$ cat config.mk
export PLATFORM = sky130hd
export DESIGN_NAME = rv32_fetch_unit
export DESIGN_NICKNAME = d
export VERILOG_FILES = /design/src/rtl/rv32_pkg.sv /design/src/rtl/rv32_fetch_fifo.sv /design/src/rtl/rv32_fetch_unit.sv
export SDC_FILE = /design/constraint.sdc
export NUM_CORES = 1
export LEC_CHECK = 0
export CELL_PAD_IN_SITES_DETAIL_PLACEMENT = 0
export CELL_PAD_IN_SITES_GLOBAL_PLACEMENT = 2
export CORE_AREA = 2 2 191 193
export DETAILED_ROUTE_END_ITERATION = 8
export DIE_AREA = 0 0 193 195
export HOLD_SLACK_MARGIN = 0.08
export PLACE_DENSITY_LB_ADDON = 0.08
export SETUP_SLACK_MARGIN = 0.5
export SLEW_MARGIN = 0
export SYNTH_ARGS = -nofsm -noshare
export SYNTH_HDL_FRONTEND = slang
export SYNTH_SLANG_ARGS = --single-unit
export TNS_END_PERCENT = 5
$ cat constraint.sdc
create_clock -name clk_i -period 2.4 [get_ports clk_i]
set_clock_uncertainty 0.15 [all_clocks]
set_input_delay 0.48 -clock clk_i [delete_from_list [all_inputs] [get_ports clk_i]]
set_output_delay 0.48 -clock clk_i [all_outputs]
set_load 0.03 [all_outputs]
$ cat src/rtl/rv32_pkg.sv
// rv32_pkg
// Shared types and defaults for the rv32 instruction-fetch front end.
//   RESET_PC_DEFAULT : first fetch address after reset
//   fetch_entry_t    : one fetched instruction word together with its PC
package rv32_pkg;

  localparam logic [31:0] RESET_PC_DEFAULT = 32'h0000_0000;

  typedef struct packed {
    logic [31:0] instr;
    logic [31:0] pc;
  } fetch_entry_t;

endpackage

$ cat src/rtl/rv32_fetch_fifo.sv
// rv32_fetch_fifo
// Synchronous FIFO of fetch_entry_t used as the instruction queue.
// The head entry is read straight out of the storage registers.
// Ports:
//   clk, rst_n   : clock, asynchronous active-low reset
//   flush        : synchronous clear; overrides push and pop
//   push, push_data : write one entry at the tail
//   pop          : discard the head entry
//   head         : current head entry
//   empty, full  : occupancy flags
//   count        : number of stored entries (0..DEPTH)
module rv32_fetch_fifo
  import rv32_pkg::*;
#(
  parameter int DEPTH = 4
) (
  input  logic                       clk,
  input  logic                       rst_n,
  input  logic                       flush,
  input  logic                       push,
  input  fetch_entry_t               push_data,
  input  logic                       pop,
  output fetch_entry_t               head,
  output logic                       empty,
  output logic                       full,
  output logic [$clog2(DEPTH):0]     count
);

  localparam int PW = $clog2(DEPTH);
  localparam int CW = PW + 1;

  fetch_entry_t   storage [DEPTH];
  logic [PW-1:0]  rd_ptr;
  logic [PW-1:0]  wr_ptr;
  logic           do_push;
  logic           do_pop;

  assign empty   = (count == '0);
  assign full    = (count == CW'(DEPTH));
  assign head    = storage[rd_ptr];
  assign do_pop  = pop && !empty;
  assign do_push = push && (!full || do_pop);

  // Storage is cleared on reset so the head reads as zero while empty.
  always_ff @(posedge clk or negedge rst_n) begin
    if (!rst_n) begin
      rd_ptr <= '0;
      wr_ptr <= '0;
      count  <= '0;
      for (int i = 0; i < DEPTH; i++) begin
        storage[i] <= '0;
      end
    end else if (flush) begin
      rd_ptr <= '0;
      wr_ptr <= '0;
      count  <= '0;
    end else begin
      if (do_push) begin
        storage[wr_ptr] <= push_data;
        wr_ptr          <= wr_ptr + PW'(1);
      end
      if (do_pop) begin
        rd_ptr <= rd_ptr + PW'(1);
      end
      case ({do_push, do_pop})
        2'b10:   count <= count + CW'(1);
        2'b01:   count <= count - CW'(1);
        default: count <= count;
      endcase
    end
  end

endmodule

$ cat src/rtl/rv32_fetch_unit.sv
// rv32_fetch_unit
// Instruction-fetch front end between decode and memory port A.
// Issues word addresses, tracks the fixed memory read latency with a
// shift register of {valid, pc}, queues returned words and hands them to
// decode over a valid/ready handshake. A redirect squashes everything in
// flight or queued and issues the new target in the same cycle.
// Ports:
//   clk_i, rst_n_i     : clock, asynchronous active-low reset
//   redirect_valid_i   : single-cycle redirect request
//   redirect_pc_i      : redirect target (bits [1:0] ignored)
//   mem_addr_o         : word address to memory port A
//   mem_instr_i        : memory port A read data
//   instr_valid_o      : queue head valid
//   instr_ready_i      : decode accepts the head
//   instr_o, instr_pc_o: head instruction word and its PC
module rv32_fetch_unit
  import rv32_pkg::*;
#(
  parameter logic [31:0] RESET_PC    = RESET_PC_DEFAULT,
  parameter int          FIFO_DEPTH  = 4,
  parameter int          MEM_LATENCY = 2,
  parameter int          ADDR_WIDTH  = 14
) (
  input  logic                  clk_i,
  input  logic                  rst_n_i,
  input  logic                  redirect_valid_i,
  input  logic [31:0]           redirect_pc_i,
  output logic [ADDR_WIDTH-1:0] mem_addr_o,
  input  logic [31:0]           mem_instr_i,
  output logic                  instr_valid_o,
  input  logic                  instr_ready_i,
  output logic [31:0]           instr_o,
  output logic [31:0]           instr_pc_o
);

  localparam int CW = $clog2(FIFO_DEPTH) + 1;
  localparam int SW = CW + 1;

  logic [31:0]            fetch_pc;
  logic [31:0]            addr_pc;
  logic [MEM_LATENCY-1:0] pipe_valid;
  logic [31:0]            pipe_pc [MEM_LATENCY];
  logic [CW-1:0]          inflight;
  logic [CW-1:0]          count;
  logic                   issue;
  logic                   push;
  logic                   pop;
  logic                   empty;
  logic                   full;
  fetch_entry_t           head;
  fetch_entry_t           push_data;

  // A redirect target bypasses the PC register so it reaches memory at once.
  assign addr_pc    = redirect_valid_i ? (redirect_pc_i & ~32'd3) : fetch_pc;
  assign mem_addr_o = addr_pc[ADDR_WIDTH+1:2];

  always_comb begin
    inflight = '0;
    for (int i = 0; i < MEM_LATENCY; i++) begin
      inflight = inflight + CW'(pipe_valid[i]);
    end
  end

  // Credits come from registered state only; a redirect empties both the
  // queue and the pipe, so the redirect target is always issued.
  assign issue = redirect_valid_i ||
                 (({1'b0, count} + {1'b0, inflight}) < SW'(FIFO_DEPTH));

  assign push      = pipe_valid[MEM_LATENCY-1] && !redirect_valid_i;
  assign pop       = instr_valid_o && instr_ready_i && !redirect_valid_i;
  assign push_data = '{instr: mem_instr_i, pc: pipe_pc[MEM_LATENCY-1]};

  always_ff @(posedge clk_i or negedge rst_n_i) begin
    if (!rst_n_i) begin
      fetch_pc   <= RESET_PC;
      pipe_valid <= '0;
      for (int i = 0; i < MEM_LATENCY; i++) begin
        pipe_pc[i] <= '0;
      end
    end else begin
      fetch_pc      <= issue ? (addr_pc + 32'd4) : addr_pc;
      pipe_valid[0] <= issue;
      pipe_pc[0]    <= addr_pc;
      for (int i = 1; i < MEM_LATENCY; i++) begin
        pipe_valid[i] <= pipe_valid[i-1] && !redirect_valid_i;
        pipe_pc[i]    <= pipe_pc[i-1];
      end
    end
  end

  rv32_fetch_fifo #(
    .DEPTH(FIFO_DEPTH)
  ) u_fifo (
    .clk      (clk_i),
    .rst_n    (rst_n_i),
    .flush    (redirect_valid_i),
    .push     (push),
    .push_data(push_data),
    .pop      (pop),
    .head     (head),
    .empty    (empty),
    .full     (full),
    .count    (count)
  );

  assign instr_valid_o = !empty;
  assign instr_o       = head.instr;
  assign instr_pc_o    = head.pc;

  // The credit rule guarantees a returning word always finds a free slot.
  a_no_push_full: assert property (@(posedge clk_i) disable iff (!rst_n_i)
                                   !(push && full));

endmodule

== Yosys cells after proc, flatten, opt, wreduce, memory -nomap -nowiden ==
Index checks and enable logic that the tools add are counted.

* Bits in registers: 361
* Output and inout port bits: 79
* Word-level logic and storage cells: 63

* Reduce and logical (&&, ||, !) cells: 17
* Magnitude comparators: 4
* Eq/ne operators: 3
* Bitwise operators: 3
* Muxes and demuxes: 14
* Add/subtract/negate cells: 7

{| class="wikitable"
|+ Operators by type and width
! operator !! number
|-
| 256-bit bitwise mux || 1
|-
| 64-bit 2-to-1 mux || 3
|-
| 64-bit binary-select mux with 2-bit select || 1
|-
| 64-bit demux with 2-bit select || 1
|-
| 32-bit 2-to-1 mux || 2
|-
| 32-bit by 3-bit adder with 32-bit output, second input constant || 1
|-
| 2-bit 2-to-1 mux || 4
|-
| 1-bit logical AND || 7
|-
| 3-bit >= comparator, second input constant || 2
|-
| 2-bit inverter with 3-bit output || 2
|-
| 3-bit case mux with 2 select lines || 1
|-
| 2-bit by 1-bit adder with 2-bit output, second input constant || 2
|-
| 3-bit by 2-bit adder with 4-bit output || 1
|-
| 4-bit by 3-bit less-than comparator with 1-bit output, second input constant || 1
|-
| 2-bit nonzero test || 2
|-
| 3-bit by 1-bit adder with 3-bit output, second input constant || 1
|-
| 3-bit equality test, second input constant || 1
|-
| 1-bit zero test || 3
|-
| 3-bit zero test || 1
|-
| 3-bit by 1-bit less-than comparator with 1-bit output, second input constant || 1
|-
| 3-bit 2-to-1 mux || 1
|-
| 3-bit nonzero test || 1
|-
| 3-bit by 1-bit subtractor with 3-bit output, second input constant || 1
|-
| 1-bit by 1-bit adder with 2-bit output || 1
|-
| other kinds (5) || 6
|}

== Longest topological paths before layout ==
* Depth in word-level cells: 10
* Mapped depth: 13
* Mapped depth without buffers: 8

== Modules after synthesis ==
From an unflattened synthesis, not the netlist that was laid out.

* Cell total of the unflattened synthesis: 958
* Area, all modules: 15200.8 um2

{| class="wikitable"
|+ Modules (own cells, without submodules)
! module !! cells an instance !! sequential area each (um2) !! area an instance (um2) !! instances
|-
| rv32_fetch_fifo || 679 || 6581.3 || 11588.6 || 1
|-
| rv32_fetch_unit || 279 || 2302.2 || 3612.2 || 1
|}

== Worst setup path after synthesis ==
Ideal clock, no wire load.

* Path kind: input to register
* Start point: input port redirect_valid_i
* End point: register fetch_pc[28]
* Arrival: 2.591 ns
* Cell stages on the path: 13
* Buffers on the path: 5
* Setup slack: -0.420 ns
* Cell sequence: buf_6 -> buf_6 -> buf_2 -> clkbuf_1 -> buf_2 -> nand2_1 -> nand2_1 -> ha_1 -> nand4b_1 -> a22oi_1 -> nand4_2 -> nor3_1 -> xor2_1

* Cells in the longest elaborated chain, start to end: 3
* Elaborated cells between the ends (all ways): 4

{| class="wikitable"
|+ Ends and longest elaborated chain
! element !! RTL line !! RTL
|-
| start: declaration || rv32_fetch_unit.sv:26 || <nowiki>input logic redirect_valid_i,</nowiki>
|-
| 32-bit 2-to-1 mux || rv32_fetch_unit.sv:54 || <nowiki>assign addr_pc = redirect_valid_i ? (redirect_pc_i & ~32'd3) : fetch_pc;</nowiki>
|-
| named net addr_pc[3] || rv32_fetch_unit.sv:40 || <nowiki>logic [31:0] addr_pc;</nowiki>
|-
| 32-bit by 3-bit adder with 32-bit output || rv32_fetch_unit.sv:81 || <nowiki>fetch_pc <= issue ? (addr_pc + 32'd4) : addr_pc;</nowiki>
|-
| 32-bit 2-to-1 mux || rv32_fetch_unit.sv:81 ||
|-
| end signal: assignment || rv32_fetch_unit.sv:81 ||
|-
| end: declaration || rv32_fetch_unit.sv:39 || <nowiki>logic [31:0] fetch_pc;</nowiki>
|}

The timed path passes the listed nets, and every way through them passes these cells.
A chain may end at the register's enable or synchronous reset.

== Worst setup path after layout ==
* Start point: register u_fifo.rd_ptr[0]
* End point: output port instr_o[7]

* Cells in the longest elaborated chain, start to end: 4

{| class="wikitable"
|+ Ends and longest elaborated chain
! element !! RTL line !! RTL
|-
| start: declaration || rv32_fetch_fifo.sv:33 || <nowiki>logic [PW-1:0] rd_ptr;</nowiki>
|-
| start signal: assignment || rv32_fetch_fifo.sv:63 || <nowiki>rd_ptr <= rd_ptr + PW'(1);</nowiki>
|-
| 2-bit inverter with 3-bit output (not written as such) || rv32_fetch_fifo.sv:40 || <nowiki>assign head = storage[rd_ptr];</nowiki>
|-
| 64-bit binary-select mux with 2-bit select || rv32_fetch_fifo.sv:40 ||
|-
| 64-bit 2-to-1 mux (not written as such) (2 in series) || rv32_fetch_fifo.sv:40 ||
|-
| end: declaration || rv32_fetch_unit.sv:32 || <nowiki>output logic [31:0] instr_o,</nowiki>
|}

No other way between the ends. The select of a mux whose other input is x is not followed.

==> flow_metrics.tcl <==
set metrics [dict create \
    grt_pass1_vias 9067 \
    grt_max_degree 53 \
    grt_antenna_before_repair 0 \
    tightest_slew_ns 0.5872 \
    crit_required_ns 1.77 \
    initial_core_util_pct 41.66 \
    dr_wl_met3_um 1423 \
    crit_type "flop to primary output" \
    fin_area_um2 19740 \
    synthCells 928 \
    hold_path_depth 3 \
    hp-class "input port to flop" \
    cts_tree "done" \
    slew_viol_final 0 \
    irDropWorstVdd_mv 0.8097 \
    core-area_um2 35400 \
    wl_per_cell_um 19.12 \
    ys_types 47 \
    overflow 0 \
    vias 8378 \
    p_per_area_nw_per_um2 1114 \
    start_kind "flop" \
    hold_viol 0 \
    drt_first_iter_violations 267 \
    ant_nets 0 \
    synthArstFlopShare_pct 100.0 \
    fin_nets 1237 \
    cp-end-kind "primary output" \
    ys_seq_elements 347 \
    insertion_delay_ns 0.54 \
    setup-violations-final 63 \
    netlist_area_um2 14750 \
    postPlaceCellArea_um2 17570 \
    ioPinCount 147 \
    clock-sinks 347 \
    reg2reg_depth 6 \
    max_freq_ghz 0.3708 \
    grt_usage_pct 17.68 \
    syn2layout_area_growth_pct 33.88 \
    met2_length_um 14750 \
    grt_pass1_wl_um 51540 \
    cts_buffer_depth 3 \
    crit_fanout 6 \
    die_w_um 193 \
    diodes 0 \
    gp_congestion 0.7512 \
    yosysSeqAreaShare_pct 58.89 \
    cap_violations 0 \
    drc 0 \
    setup_tns_ns -13.74 \
    avgSynthCellArea_um2 15.89 \
    status "finished, violations left" \
    wirelength_um 31630 \
    placed_cells 1568 \
    p_leak_nw 8.845 \
    numCtsBuffers 40 \
    rows 69 \
    vias_per_cell 5.065 \
    cts-htree-levels 2 \
    rsz0062_at_grt "true" \
    io_buffers 142 \
    final_cells 1654 \
    clk_pin_slew_ns 0.06 \
    finalCritPeriodShare_pct 112.4 \
    highest_layer "met4" \
    die_y_um 195 \
    arrival_ns 2.07 \
    drive_gt1_share_pct 54.23 \
    synthFlopType "dfrtp_1" \
    wl_met1_um 14820 \
    violations "setup timing" \
    synth_edf_count 0 \
    period_minus_slack_ns 2.697 \
    fin_ws_ns -0.2966 \
    drt_pass1_iterations 4 \
    ys_warn_count 0 \
    slew_headroom_pct 60.81 \
    dp_hpwl_um 21290 \
    die_area_um2 37640 \
    cts_root_buf "clkbuf_16" \
]
state kept, by name (all words and copies together) (netlist names):
| signal | count |
|---|---|
| pipe_pc | 60 |
| u_fifo.wr_ptr | 2 |
| u_fifo.storage | 248 |
| pipe_valid | 2 |
| fetch_pc | 30 |
| u_fifo.count | 3 |
| u_fifo.rd_ptr | 2 |
metrics by stage:
| stage | setup WS (ns) | utilization [%] | hold slack [ns] | power, mW |
|---|---|---|---|---|
| after floorplan | 0.06477 | - | 0.03441 | 12.84 |
| after global placement | -0.4210 | 49.63 | 0.1815 | 15.03 |
| after detailed placement | -0.4350 | 49.63 | 0.1847 | 15.18 |
| after CTS | -0.3772 | 55.01 | 0.1397 | 22.17 |
| after global routing | -0.3882 | 55.77 | 0.1399 | 23.18 |
| final | -0.2966 | 55.77 | 0.1573 | 21.99 |
report_power, final:
part           leakage, nW  switching, mW  total (mW)  internal (mW)
Sequential            4.25          0.939        8.75           7.81
Clock                0.723           2.38        6.57           4.18
Combinational         3.87           2.89        6.67           3.78
synth_stat cells (all sizes together) (2+ instances only):
cell type | instances | area share [%]
nand3 | 8 | 0.31
xnor2 | 14 | 0.83
a31oi | 4 | 0.17
mux2i | 8 | 0.54
xor2 | 16 | 0.95
clkbuf | 9 | 0.23
nor4 | 2 | 0.17
a22oi | 4 | 0.24
and3 | 2 | 0.085
nor2 | 19 | 0.48
nand3b | 3 | 0.15
nor3 | 10 | 0.41
nand4b | 7 | 0.52
a21o | 4 | 0.20
nor3b | 3 | 0.19
nand2 | 28 | 0.71
mux4 | 62 | 9.5
ha | 6 | 0.51
o21ai | 4 | 0.14
a21oi | 7 | 0.34
o31ai | 2 | 0.10
nand4 | 10 | 0.55
inv | 12 | 0.31
dfrtp | 347 | 59
buf | 56 | 2.3
nor2b | 4 | 0.17
mux2 | 267 | 20
cell usage in the layout, fill, tap and decap left out, types with 4 or more instances in the layout:
cell and n:
dfrtp_1 345, mux2_2 257, buf_4 76, buf_6 63
mux4_2 62, clkdlybuf4s50_1 59, clkbuf_16 42, buf_12 38
nand2_1 18, xor2_1 16, clkbuf_8 11, nand2_4 10
mux2_4 10, nor2_1 10, inv_1 9, xnor2_1 9
nor2_4 8, nand4_1 7, nand4b_1 6, nor3_4 6
bufinv_16 6, clkbuf_1 6, clkinv_2 6, buf_8 6
mux2i_1 5, nand3_1 5, xnor2_2 5, ha_1 5
dlygate4sd2_1 5, clkdlybuf4s15_2 5, nor2b_1 4, a21o_1 4
o21ai_0 4, a31oi_1 4, a21oi_1 4
worst paths after layout:
| kind | from | end | slack [ns] |
|---|---|---|---|
| worst max-delay path | u_fifo.rd_ptr[0] | instr_o[7] | -0.30 |
| worst min-delay path | redirect_valid_i | u_fifo.rd_ptr[0] | 0.16 |
| worst max register to register | u_fifo.count[0] | u_fifo.storage[241] | 0.10 |
| worst min register to register | pipe_pc[47] | pipe_pc[15] | 0.19 |
| max in group asynchronous | rst_n_i | u_fifo.storage[154] | 1.11 |
| min in group asynchronous | rst_n_i | u_fifo.storage[55] | 0.31 |
area by class of cell:
cell class	instances	area, um^2
inverters	12	45.04
flip-flops and latches	347	8691
fillers	2890	15660
clock inverters	14	235.2
clock buffers	59	1225
multi-input cells	505	6072
well taps	461	576.8
repair buffers	256	2897
metal layers:
metal	GRT usage (%)	vias up
li1	-	3844
met1	25.26	4349
met2	27.52	135
met3	4.044	50
met4	4.265	0
met5	0	-
worst max-delay path: stages, from the launching register on:
cell     delay [ns]
dfrtp_4        0.54
buf_12         0.17
buf_12         0.12
buf_12         0.11
mux4_2         0.42
buf_6          0.15
kinds of logic after synthesis:
family | Yosys count | share of synthesized area [%]
AO/OA/AOI/OAI | 29 | 1.434
XOR/XNOR | 30 | 1.782
adder cells (fa/ha/maj) | 7 | 0.6449
buffers and inverters | 77 | 2.876
flip-flops | 347 | 58.89
multiplexers | 337 | 30.40
other | 1 | 0.02543
AND/OR/NAND/NOR | 100 | 3.946
timing repair:
action / 4_1_cts / 5_1_grt
hold buffers: 2 / 0
endpoints found under the setup margin: 354 / 354
gates cloned: 1 / 0
hold endpoints to repair: 154 / 0
setup buffers: 4 / 6
gates resized for setup: 254 / 50
pin swaps: 41 / 56
(Power assumes the default switching activity.)
